<file path="src/rtl/mc_control_fsm_if.sv">
// Control/datapath bundle for the multicycle controller: status in, strobes/selects out.
// master = control FSM side, slave = datapath side.
interface mc_control_fsm_if #(
  parameter int OP_W  = 4,
  parameter int CNT_W = 16
);
  logic [OP_W-1:0]  opcode;
  logic             zero;
  logic             mem_ready;
  logic             pc_write;
  logic             pc_write_cond;
  logic             i_or_d;
  logic             mem_read;
  logic             mem_write;
  logic             ir_write;
  logic             reg_dst;
  logic             reg_write;
  logic             alu_src_a;
  logic [1:0]       alu_src_b;
  logic [1:0]       alu_op;
  logic             pc_src;
  logic [1:0]       ext_sel;
  logic [1:0]       rs_sel;
  logic             halted;
  logic [CNT_W-1:0] instr_count;

  modport master (
    input  opcode, zero, mem_ready,
    output pc_write, pc_write_cond, i_or_d, mem_read, mem_write, ir_write,
           reg_dst, reg_write, alu_src_a, alu_src_b, alu_op, pc_src,
           ext_sel, rs_sel, halted, instr_count
  );

  modport slave (
    output opcode, zero, mem_ready,
    input  pc_write, pc_write_cond, i_or_d, mem_read, mem_write, ir_write,
           reg_dst, reg_write, alu_src_a, alu_src_b, alu_op, pc_src,
           ext_sel, rs_sel, halted, instr_count
  );
endinterface

</file>
<file path="src/rtl/mc_control_fsm.sv">
// Multicycle control unit for the 16-bit processor: FETCH/DECODE/EXEC/MEM/WB sequencer
// with memory-handshake stalls, illegal-opcode trap and a retired-fetch counter.
module mc_control_fsm #(
  parameter int OP_W  = 4,
  parameter int CNT_W = 16
) (
  input  logic             clk,
  input  logic             rst,
  mc_control_fsm_if.master bus
);

  typedef enum logic [3:0] {
    FETCH, DECODE, MEM_ADDR, MEM_RD, MEM_WB, MEM_WR, EXEC_R, R_WB,
    EXEC_I, I_WB, BRANCH, JUMP, HALT
  } state_e;

  typedef struct packed {
    logic       pc_write;
    logic       pc_write_cond;
    logic       i_or_d;
    logic       mem_read;
    logic       mem_write;
    logic       ir_write;
    logic       reg_dst;
    logic       reg_write;
    logic       alu_src_a;
    logic [1:0] alu_src_b;
    logic [1:0] alu_op;
    logic       pc_src;
    logic [1:0] ext_sel;
    logic [1:0] rs_sel;
    logic       halted;
  } ctrl_t;

  state_e           state_q, state_d;
  logic [CNT_W-1:0] cnt_q, cnt_d;
  ctrl_t            ctl, ctl_o;

  logic [3:0] op;
  logic       op_r, op_lw, op_sw, op_j, op_beq, op_ialu;
  logic [1:0] rs_dec, ext_dec;

  // zero only qualifies pc_write_cond inside the datapath
  logic unused_zero;
  assign unused_zero = bus.zero;

  assign op = bus.opcode[3:0];

  always_comb begin
    op_r    = (op == 4'b0000);
    op_lw   = (op == 4'b0001);
    op_sw   = (op == 4'b0010);
    op_j    = (op == 4'b0011);
    op_beq  = (op == 4'b0100);
    op_ialu = (op inside {4'b1001, 4'b1101, 4'b0110, 4'b0111, 4'b1010, 4'b1110});

    rs_dec = 2'b10;
    if (op inside {4'b0000, 4'b1001, 4'b1010, 4'b1101, 4'b1110, 4'b0110, 4'b0111, 4'b0011})
      rs_dec = 2'b00;
    else if (op_lw || op_sw)
      rs_dec = 2'b01;

    ext_dec = 2'b01;
    if (op inside {4'b1010, 4'b1110})
      ext_dec = 2'b00;
    else if (op_j)
      ext_dec = 2'b10;
  end

  always_ff @(posedge clk or posedge rst) begin
    if (rst) begin
      state_q <= FETCH;
      cnt_q   <= '0;
    end else begin
      state_q <= state_d;
      cnt_q   <= cnt_d;
    end
  end

  always_comb begin
    state_d     = state_q;
    cnt_d       = cnt_q;
    ctl         = '0;
    ctl.rs_sel  = rs_dec;
    ctl.ext_sel = ext_dec;
    case (state_q)
      FETCH: begin
        ctl.mem_read  = 1'b1;
        ctl.alu_src_b = 2'b01;
        if (bus.mem_ready) begin
          ctl.ir_write = 1'b1;
          ctl.pc_write = 1'b1;
          cnt_d        = cnt_q + 1'b1;
          state_d      = DECODE;
        end
      end
      DECODE: begin
        // speculative branch target: ALUOut <= PC + (sext8 << 1)
        ctl.alu_src_b = 2'b11;
        ctl.ext_sel   = 2'b01;
        if (op_lw || op_sw) state_d = MEM_ADDR;
        else if (op_r)      state_d = EXEC_R;
        else if (op_ialu)   state_d = EXEC_I;
        else if (op_beq)    state_d = BRANCH;
        else if (op_j)      state_d = JUMP;
        else                state_d = HALT;
      end
      MEM_ADDR: begin
        ctl.alu_src_a = 1'b1;
        ctl.alu_src_b = 2'b11;
        state_d       = op_lw ? MEM_RD : MEM_WR;
      end
      MEM_RD: begin
        ctl.mem_read = 1'b1;
        ctl.i_or_d   = 1'b1;
        if (bus.mem_ready) state_d = MEM_WB;
      end
      MEM_WR: begin
        ctl.mem_write = 1'b1;
        ctl.i_or_d    = 1'b1;
        if (bus.mem_ready) state_d = FETCH;
      end
      MEM_WB: begin
        ctl.reg_write = 1'b1;
        ctl.reg_dst   = 1'b1;
        state_d       = FETCH;
      end
      EXEC_R: begin
        ctl.alu_src_a = 1'b1;
        ctl.alu_op    = 2'b10;
        state_d       = R_WB;
      end
      R_WB: begin
        ctl.reg_write = 1'b1;
        state_d       = FETCH;
      end
      EXEC_I: begin
        ctl.alu_src_a = 1'b1;
        ctl.alu_src_b = 2'b10;
        ctl.alu_op    = 2'b11;
        state_d       = I_WB;
      end
      I_WB: begin
        ctl.reg_write = 1'b1;
        state_d       = FETCH;
      end
      BRANCH: begin
        ctl.alu_src_a     = 1'b1;
        ctl.alu_op        = 2'b01;
        ctl.pc_src        = 1'b1;
        ctl.pc_write_cond = 1'b1;
        state_d           = FETCH;
      end
      JUMP: begin
        ctl.alu_src_b = 2'b11;
        ctl.ext_sel   = 2'b10;
        ctl.pc_write  = 1'b1;
        state_d       = FETCH;
      end
      HALT: begin
        ctl.halted = 1'b1;
      end
      default: state_d = FETCH;
    endcase
  end

  // reset must silence the bus immediately, not just after the state register settles
  assign ctl_o = rst ? '0 : ctl;

  assign bus.pc_write      = ctl_o.pc_write;
  assign bus.pc_write_cond = ctl_o.pc_write_cond;
  assign bus.i_or_d        = ctl_o.i_or_d;
  assign bus.mem_read      = ctl_o.mem_read;
  assign bus.mem_write     = ctl_o.mem_write;
  assign bus.ir_write      = ctl_o.ir_write;
  assign bus.reg_dst       = ctl_o.reg_dst;
  assign bus.reg_write     = ctl_o.reg_write;
  assign bus.alu_src_a     = ctl_o.alu_src_a;
  assign bus.alu_src_b     = ctl_o.alu_src_b;
  assign bus.alu_op        = ctl_o.alu_op;
  assign bus.pc_src        = ctl_o.pc_src;
  assign bus.ext_sel       = ctl_o.ext_sel;
  assign bus.rs_sel        = ctl_o.rs_sel;
  assign bus.halted        = ctl_o.halted;
  assign bus.instr_count   = cnt_q;

endmodule

</file>
<file path="src/flat_wrapper.sv">
// flat-port wrapper written by rule: the top's interface ports become plain ports
module mc_control_fsm_flat 
#(
  parameter int OP_W  = 4,
  parameter int CNT_W = 16
)
  (clk, rst, bus_opcode, bus_zero, bus_mem_ready, bus_pc_write, bus_pc_write_cond, bus_i_or_d, bus_mem_read, bus_mem_write, bus_ir_write, bus_reg_dst, bus_reg_write, bus_alu_src_a, bus_alu_src_b, bus_alu_op, bus_pc_src, bus_ext_sel, bus_rs_sel, bus_halted, bus_instr_count);
  mc_control_fsm_if #(.OP_W(OP_W), .CNT_W(CNT_W)) bus_i ();
  input  logic clk;
  input  logic rst;
  input wire logic [$bits(bus_i.opcode)-1:0] bus_opcode;
  input wire logic [$bits(bus_i.zero)-1:0] bus_zero;
  input wire logic [$bits(bus_i.mem_ready)-1:0] bus_mem_ready;
  output wire logic [$bits(bus_i.pc_write)-1:0] bus_pc_write;
  output wire logic [$bits(bus_i.pc_write_cond)-1:0] bus_pc_write_cond;
  output wire logic [$bits(bus_i.i_or_d)-1:0] bus_i_or_d;
  output wire logic [$bits(bus_i.mem_read)-1:0] bus_mem_read;
  output wire logic [$bits(bus_i.mem_write)-1:0] bus_mem_write;
  output wire logic [$bits(bus_i.ir_write)-1:0] bus_ir_write;
  output wire logic [$bits(bus_i.reg_dst)-1:0] bus_reg_dst;
  output wire logic [$bits(bus_i.reg_write)-1:0] bus_reg_write;
  output wire logic [$bits(bus_i.alu_src_a)-1:0] bus_alu_src_a;
  output wire logic [$bits(bus_i.alu_src_b)-1:0] bus_alu_src_b;
  output wire logic [$bits(bus_i.alu_op)-1:0] bus_alu_op;
  output wire logic [$bits(bus_i.pc_src)-1:0] bus_pc_src;
  output wire logic [$bits(bus_i.ext_sel)-1:0] bus_ext_sel;
  output wire logic [$bits(bus_i.rs_sel)-1:0] bus_rs_sel;
  output wire logic [$bits(bus_i.halted)-1:0] bus_halted;
  output wire logic [$bits(bus_i.instr_count)-1:0] bus_instr_count;
  assign bus_i.opcode = bus_opcode;
  assign bus_i.zero = bus_zero;
  assign bus_i.mem_ready = bus_mem_ready;
  assign bus_pc_write = bus_i.pc_write;
  assign bus_pc_write_cond = bus_i.pc_write_cond;
  assign bus_i_or_d = bus_i.i_or_d;
  assign bus_mem_read = bus_i.mem_read;
  assign bus_mem_write = bus_i.mem_write;
  assign bus_ir_write = bus_i.ir_write;
  assign bus_reg_dst = bus_i.reg_dst;
  assign bus_reg_write = bus_i.reg_write;
  assign bus_alu_src_a = bus_i.alu_src_a;
  assign bus_alu_src_b = bus_i.alu_src_b;
  assign bus_alu_op = bus_i.alu_op;
  assign bus_pc_src = bus_i.pc_src;
  assign bus_ext_sel = bus_i.ext_sel;
  assign bus_rs_sel = bus_i.rs_sel;
  assign bus_halted = bus_i.halted;
  assign bus_instr_count = bus_i.instr_count;
  mc_control_fsm #(.OP_W(OP_W), .CNT_W(CNT_W)) u_core (.clk(clk), .rst(rst), .bus(bus_i));
endmodule
</file>
<file path="config.mk">
export PLATFORM = sky130hd
export DESIGN_NAME = mc_control_fsm_flat
export DESIGN_NICKNAME = d
export VERILOG_FILES = /design/src/rtl/mc_control_fsm_if.sv /design/src/rtl/mc_control_fsm.sv /design/src/flat_wrapper.sv
export SDC_FILE = /design/constraint.sdc
export NUM_CORES = 1
export LEC_CHECK = 0
export ABC_AREA = 0
export CAP_MARGIN = 20
export CORE_MARGIN = 3
export CORE_UTILIZATION = 38
export CTS_CLUSTER_DIAMETER = 200
export DETAILED_ROUTE_END_ITERATION = 8
export GPL_TIMING_DRIVEN = 0
export PLACE_DENSITY = 0.71
export REMOVE_ABC_BUFFERS = 1
export SLEW_MARGIN = 10
export SYNTH_ARGS = -nofsm -noshare
export SYNTH_HDL_FRONTEND = slang
export SYNTH_SLANG_ARGS = --single-unit
</file>
<file path="constraint.sdc">
create_clock -name clk -period 4 [get_ports clk]
set_clock_uncertainty 0.15 [all_clocks]
set_input_delay 0.4 -clock clk [delete_from_list [all_inputs] [get_ports clk]]
set_output_delay 0.4 -clock clk [all_outputs]
set_load 0.05 [all_outputs]
</file>
# Word-level counts from Yosys, hierarchy flattened
# Index checks and enable logic that the tools add are counted.
[classes]
n_addsub = 1
eq_ne = 25
mux = 29
n_bitwise = 1
n_reduce_logical = 13
[op_table]
columns = ["operator", "count"]
rows = [
  ["equality test 4 bit (second input constant)", 9],
  ["one-hot mux 4 bit (8 select lines)", 1],
  ["equality test 4 x 3 -> 1 bit (second input constant)", 7],
  ["2-to-1 mux 4 bit", 6],
  ["2-to-1 mux 19 bit", 1],
  ["adder 16 x 1 -> 16 bit (second input constant)", 1],
  ["equality test 4 x 2 -> 1 bit (second input constant)", 4],
  ["one-hot mux 2 bit (3 select lines)", 2],
  ["2-to-1 mux 1 bit", 10],
  ["2-to-1 mux 3 bit", 3],
  ["equality test 4 x 1 -> 1 bit (second input constant)", 2],
  ["logical NOT 4 bit", 2],
  ["2-to-1 mux 2 bit", 4],
  ["nonzero test 8 bit", 1],
  ["!= test 2 bit (second input constant)", 3],
  ["nonzero test 6 bit", 1],
  ["OR reduction 3 bit", 2],
  ["one-hot mux 2 bit (2 select lines)", 1],
  ["AND reduction 4 bit", 1],
  ["OR reduction 2 bit", 2],
  ["OR reduction 4 bit", 1],
  ["one-hot mux 1 bit (2 select lines)", 1],
  ["AND reduction 2 bit", 1],
  ["nonzero test 2 bit", 1],
  ["2 further kinds", 2],
]
[word_totals]
ff_bits = 20
word_cells = 71

# Logic depth before layout (Yosys ltp)
# Gate-level depths: netlist (run 1).
[depth]
depth_word = 7
depth_mapped = 6

# Least setup slack after synthesis (run 1)
# Ideal clock, no wire load.
[synth_path]
kind = "register to output"
startpoint = "register u_core.state_q[1]"
endpoint = "output port bus_alu_src_a"
t_arrival_ns = 3.432
setup_slack_ns = 0.018
path_stages_with_launch = 5
n_path_buf = 2
path_cell_list = "dfrtp_1 clkbuf_1 buf_1 nor2_1 a2111oi_0"
[synth_between]
elab_chain_cells = 4
word_cells_on_any_way = 7
[synth_lines]
columns = ["element", "line_no", "text"]
rows = [
  ["start: declaration", "mc_control_fsm.sv:35", "state_e state_q, state_d;"],
  ["start signal: assignment", "mc_control_fsm.sv:75", "state_q <= state_d;"],
  ["equality test 4 x 2 -> 1 bit (tied with other cells)", "mc_control_fsm.sv:86", "case (state_q)"],
  ["OR reduction 4 bit (no source line) *", "--", ""],
  ["2-to-1 mux 1 bit *", "mc_control_fsm.sv:86", ""],
  ["2-to-1 mux 19 bit *", "mc_control_fsm.sv:168", "assign ctl_o = rst ? '0 : ctl;"],
  ["end: declaration", "flat_wrapper.sv:22", "output wire logic [$bits(bus_i.alu_src_a)-1:0] bus_alu_src_a;"],
]
# Mark *: on every way between the ends. The rest lies on a longest branch, timed or not.

# Worst setup path in the final report (run 1)
[layout_path]
startpoint = "input port rst"
endpoint = "output port bus_alu_src_b[1]"
[layout_between]
elab_chain_cells = 1
[layout_lines]
columns = ["element", "line_no", "text"]
rows = [
  ["start: declaration", "flat_wrapper.sv:10", "input logic rst;"],
  ["2-to-1 mux 19 bit", "mc_control_fsm.sv:168", ""],
  ["end: declaration", "flat_wrapper.sv:23", "output wire logic [$bits(bus_i.alu_src_b)-1:0] bus_alu_src_b;"],
]
# Every way passes these cells.

==> results.ini, run 1 <==
[outcome]
status = finished, final reports clean

[critical_path]
crit_fanout = 22
crit_family = buffers and inverters
critical_path_buf_inv_count = 3
cp.required_ps = 3450
cpMostUsedCell = clkdlybuf4s50_1
path_class = input pin to output pin
endpoint_kind = output pin
crit_path_cell_trace = clkdlybuf4s50_1, inv_1, and4_1, clkdlybuf4s50_1
slowest_stage = clkdlybuf4s50_1
worstPathArrival_ps = 2920
critical-path-max-stage-delay_ps = 810
crit_path_start_kind = input pin

[timing]
setup_viol = 0
period_share_pct = 86.8
worst_slew_pin_slew_ps = 844
relSlewSlack_pct = 43.7
max_freq_mhz = 288
hold_viol_final = 0
fin_ws_ps = 527
slew_violations = 0
period_needed_ps = 3470
setup_tns_ps = 0
holdWs_ps = 330
rsz0062_at_grt = false

[finish]
fin_area_um2 = 1800
nets = 207
syn_to_final_growth_pct = 32.2
final_util_pct = 53.0
diodes = 0
drive_gt1_share_pct = 4.59

[place]
dp_slack_ps = 479
routabilityCongestion = 0.801
port_buffers = 41
dpl_cell_area_um2 = 1770
hpwl_um = 2410

[yosys]
synth_area_um2 = 1360
synth.avg_cell_area_um2 = 8.24
synthFlopType = dfrtp_1
ys_ff_latch = 20
synth_edf_count = 0
netlist_top_cells_area = dfrtp_1 (37%), xnor2_1 (8.4%), nand2_1 (5.2%)
yosysSeqAreaShare_pct = 36.8
synthArstFlopShare_pct = 100
postSynthCellCount = 165
synth_area_leader_cell = dfrtp_1
yosys.area.top_type_share_pct = 36.8
yosys.cell_types.count = 38
yosys_warnings = 0

[power_and_ir_drop]
vdd_ir_drop_max_v = 0.000271
p_leak_nw = 0.681
p_per_area_nw_per_um2 = 573

[die]
dieArea_um2 = 4330
die_y_um = 65.8
initial_core_util_pct = 40.1
die_w_um = 65.8
fp.coreArea_um2 = 3390
num_rows = 21
io_pins = 43

[route]
final_antenna_net_count = 0
drt-initial-drc-count = 35
route.vias.total = 1330
wl_per_cell_um = 13.7
viasPerCell = 5.50
first_pass_iters = 4
drt-total-wl_um = 3320
drc_errors = 0

[worst_hold_path]
hold_path_class = register to register

[clock_network]
h-tree-depth = 1
clkTransAtPathRegs_ps = 110
clk_latency_ps = 290
clk_root_buffer_cell = clkbuf_4
ctsLongestPathBuffers = 2
clock_sinks = 20
numCtsBuffers = 3
postCtsSetupBuffers = 0
cts_resized = 0
ctsHoldBuffers = 0
cts_tree = yes

[global_route]
grt_pass1_vias = 1297
grt_overflow_total = 0
grt_pass1_wl_um = 5800
grt_antenna_before_repair = 0
grt_max_degree = 24
grt.total_usage_pct = 16.6

[run]
maxCapViolCount = 0

[path summary, 6_finish.rpt]
kind | slack, ps | end | start | cells after the start
setup / recovery | 530 | bus_alu_src_b[1] | rst | 4
max in group asynchronous | 2380 | u_core.bus.instr_count[14] | rst | 2
hold reg to reg | 330 | u_core.bus.instr_count[15] | u_core.bus.instr_count[15] | 1
min in group asynchronous | 800 | u_core.bus.instr_count[1] | rst | 2
hold / removal | 330 | u_core.bus.instr_count[15] | u_core.bus.instr_count[15] | 1
setup reg to reg | 1750 | u_core.bus.instr_count[13] | u_core.state_q[1] | 4
[kinds of logic after synthesis]
family	Yosys count	share of synthesized area [%]
XOR/XNOR	18	11.6
buffers and inverters	16	4.70
AND/OR/NAND/NOR	81	31.9
adder cells (fa/ha/maj)	1	0.921
flip-flops	20	36.8
AO/OA/AOI/OAI	28	13.3
multiplexers	1	0.829
[final cells by class]
cell class	count	area [µm²]
fillers	334	1590
multi-input cells	129	795
flip-flops and latches	20	500
repair buffers	41	410
well taps	46	57.6
clock buffers	3	22.5
inverters	3	11.3
[cell usage in the layout, fill, tap and decap left out, types with 2 or more instances in the layout]
master           synthesis  routed
nor2_1                  17      17
a31oi_1                  4       4
nand2_1                 19      19
nand3_1                  6       6
a21oi_1                  8       8
xnor2_1                 13      13
clkbuf_4                 0       3
nand4_1                  4       4
xor2_1                   5       5
and4_1                   2       2
dfrtp_1                 20      20
o32ai_1                  3       3
nor3_1                  11      11
o21ai_0                  6       6
nor2b_1                  3       3
nand2b_1                 4       4
nor4bb_1                 2       2
nor4b_1                  2       2
or3_1                    3       3
clkdlybuf4s50_1          0      41
inv_1                    3       3
nor3_2                   2       2
[Yosys cell counts, types with 2 or more instances]
library cell,n
dfrtp_1,20
nand2_1,19
nor2_1,17
xnor2_1,13
nor3_1,11
clkbuf_1,10
a21oi_1,8
nand3_1,6
o21ai_0,6
xor2_1,5
a31oi_1,4
nand2b_1,4
nand4_1,4
inv_1,3
nor2b_1,3
o32ai_1,3
or3_1,3
and4_1,2
buf_1,2
nor3_2,2
nor4b_1,2
nor4bb_1,2
[metal layers]
metal,GRT usage [%],routed length (µm)
met2,29.5,1720
met3,2.89,146
met5,0,0
met1,20.3,1440
met4,4.66,11
[state kept, by name, summed over array words and instances, names as in the netlist]
register / count
u_core.bus.instr_count: 16
u_core.state_q: 4
[stage by stage]
stage,power [mW],instances
3_3_place_gp,0.925,239
5_1_grt,1.11,242
3_5_place_dp,0.940,239
4_1_cts,1.04,242
6_report,1.03,242
2_1_floorplan,0.748,152
[power by group]
part	switching (mW)	leakage, nW	total, mW	internal [mW]
logic	0.366	0.404	0.585	0.219
clock network	0.0587	0.0138	0.0937	0.0350
registers	0.113	0.263	0.351	0.238
total	0.538	0.681	1.03	0.492
[worst reg2reg max path, cell delays in order, from the launching register on]
cell and delay [ps]:
dfrtp_1 650, or4_4 620, or3_4 420, nor3_2 200, xor2_1 150
Power figures use the tool's default switching activity.
==> inputs of run 2 (changes only) <==
--- a/config.mk
+++ b/config.mk
@@ -6,7 +6,7 @@
 export NUM_CORES = 1
 export LEC_CHECK = 0
 export ABC_AREA = 0
-export CAP_MARGIN = 20
+export CAP_MARGIN = 5
 export CORE_MARGIN = 3
 export CORE_UTILIZATION = 38
 export CTS_CLUSTER_DIAMETER = 200
==> constraint.sdc (replaced) <==
create_clock -name clk -period 3.7 [get_ports clk]
set_clock_uncertainty 0.15 [all_clocks]
set_input_delay 0.37 -clock clk [delete_from_list [all_inputs] [get_ports clk]]
set_output_delay 0.37 -clock clk [all_outputs]
set_load 0.05 [all_outputs]
==> results of run 2 <==
The final DEF is identical to that of run 1. Status: finished, final reports clean.
Main changes from that run: setup slack after placement 479 ps -> 239 ps; setup slack after layout 527 ps -> 287 ps; register-to-register setup slack 1750 ps -> 1450 ps; total power 1.03 mW -> 1.11 mW; worst IR drop on VDD 0.000271 V -> 0.000293 V
==> patch: new RTL, config.mk and constraints of run 1 <==
`CNT_W` is set to 16 in 3 places; all go to 20.
--- a/src/rtl/mc_control_fsm_if.sv
+++ b/src/rtl/mc_control_fsm_if.sv
@@ -2,7 +2,7 @@
 // master = control FSM side, slave = datapath side.
 interface mc_control_fsm_if #(
   parameter int OP_W  = 4,
-  parameter int CNT_W = 16
+  parameter int CNT_W = 20
 );
   logic [OP_W-1:0]  opcode;
   logic             zero;
--- a/src/rtl/mc_control_fsm.sv
+++ b/src/rtl/mc_control_fsm.sv
@@ -2,7 +2,7 @@
 // with memory-handshake stalls, illegal-opcode trap and a retired-fetch counter.
 module mc_control_fsm #(
   parameter int OP_W  = 4,
-  parameter int CNT_W = 16
+  parameter int CNT_W = 20
 ) (
   input  logic             clk,
   input  logic             rst,
--- a/src/flat_wrapper.sv
+++ b/src/flat_wrapper.sv
@@ -2,7 +2,7 @@
 module mc_control_fsm_flat 
 #(
   parameter int OP_W  = 4,
-  parameter int CNT_W = 16
+  parameter int CNT_W = 20
 )
   (clk, rst, bus_opcode, bus_zero, bus_mem_ready, bus_pc_write, bus_pc_write_cond, bus_i_or_d, bus_mem_read, bus_mem_write, bus_ir_write, bus_reg_dst, bus_reg_write, bus_alu_src_a, bus_alu_src_b, bus_alu_op, bus_pc_src, bus_ext_sel, bus_rs_sel, bus_halted, bus_instr_count);
   mc_control_fsm_if #(.OP_W(OP_W), .CNT_W(CNT_W)) bus_i ();
Interface: changed (resized bus_instr_count); port bits go from 43 to 47. No check against the original RTL was run, so the function may have changed too.
==> patch against run 1 <==
Sequential cell count increased by 4. Routed wire length grew 7.8%. Cell area increased by 17%. Maximum frequency rose by 0.57%. Critical endpoint is now bus_halted. Combinational power up 21%. Non-clock buffer count rose by 5. Total power up 24%. Worst setup slack better by 0.020 ns. Largest power group unchanged. Die area increased by 14%. Area after synthesis increased by 16%. Sequential share of layout area increased by 0.82 points.
==> patch: results <==
[cts]
postCtsSetupBuffers = 0
post_cts_resized = 0
cts_buffer_depth = 2
clk_latency_ns = 0.26
clk_pin_slew_worst_paths_ns = 0.08
root_buffer = "clkbuf_8"

[pwr]
p_int_uw = 625
seq-power_uw = 405
pg_comb_uw = 706
irDropWorstVdd_v = 0.000636
finalPower_uw = 1270
p_leak_uw = 0.000843

[logic_synthesis]
yosys-top-cells-count = "24 x dfrtp_1, 17 x xnor2_1, 16 x nand2_1"
synth_mux_area_frac = 0.00636
synth_compound_area_frac = 0.134
ys_seq_area_frac = 0.382
synth_fa_ha_area_frac = 0.00795
yosys-top-cells-area = "dfrtp_1 38%, xnor2_1 9.5%, nand2_1 3.8%"
syn_inst = 177
yosys_warnings = 0
async_reset_ff_frac = 1.00
synth_cell_types = 42
synthXorXnorAreaFrac = 0.122

[drt]
drt_iter0_markers = 91
viasPerCell = 5.43
firstDrtPassIters = 4
wl_per_cell_um = 13.7
num_vias = 1422

[grt]
grt_usage = 0.148
grt_max_degree = 28
grt_pass1_wl_um = 6070
grt_pass1_vias = 1258

[layout]
largest_reg_flops = 20
fin_nets = 224
drive_above_1_share = 0.0421
nFillCells = 372
n_antenna_cell = 0

[hold_path]
hold-path-endpoint = "u_core.bus.instr_count[19]"
min-delay-start = "u_core.bus.instr_count[19]"
whs_path_depth = 1

[place]
numPlacedInstances = 257
finalWeightedCongestion = 0.749
port_buffers = 45
dp_hpwl_um = 2530

[worst_setup_path]
cpMaxStageDelayCell = "clkdlybuf4s50_1"
critical-path-max-stage-delay_ns = 0.86
path_delay_family = "buffers and inverters"
critPathBufInv = 3
crit_end = "bus_halted"
path_max_fanout = 14
worstSetupStartpoint = "rst"
r2r_slack_ns = 1.67
r2r-end = "u_core.bus.instr_count[16]"
cp.arrival_ns = 2.90

[run_status]
outcome = "completed"

[sta]
tightest_slew_ns = 0.659
hold_slack_ns = 0.329
==> patch: changes by cell type in the layout (fill, tap and decap cells not counted), moves of 4 or more <==
cell	change
xnor2_1	+4
dfrtp_1	+4
and3_1	+6
nor4_1	+4
clkbuf_8	+4
nor2_1	-7
clkdlybuf4s50_1	+4
==> patch: cell type report <==
type	count	area (sq um)	share of cell area
multi-input cells	136	898	0.429
well taps	48	60.1	0.0287
clock buffers	4	55.1	0.0263
repair buffers	46	465	0.222
flip-flops and latches	24	601	0.287
inverters	4	15.0	0.00717
==> patch: stage by stage <==
stage	instance area, sq um	setup slack, ns
floorplan	1510	0.0673
global placement	2020	0.168
detailed placement	2020	0.144
CTS	2080	0.134
global route	2090	0.215
finish	2090	0.546
==> patch: routing by layer <==
layer  vias up  global-route usage  part of all wire
met1       661               0.225              0.49
met5         -                   0                 0
met2        48               0.214              0.45
met4         0              0.0319            0.0039
li1        711                   -                 -
met3         2              0.0317             0.059
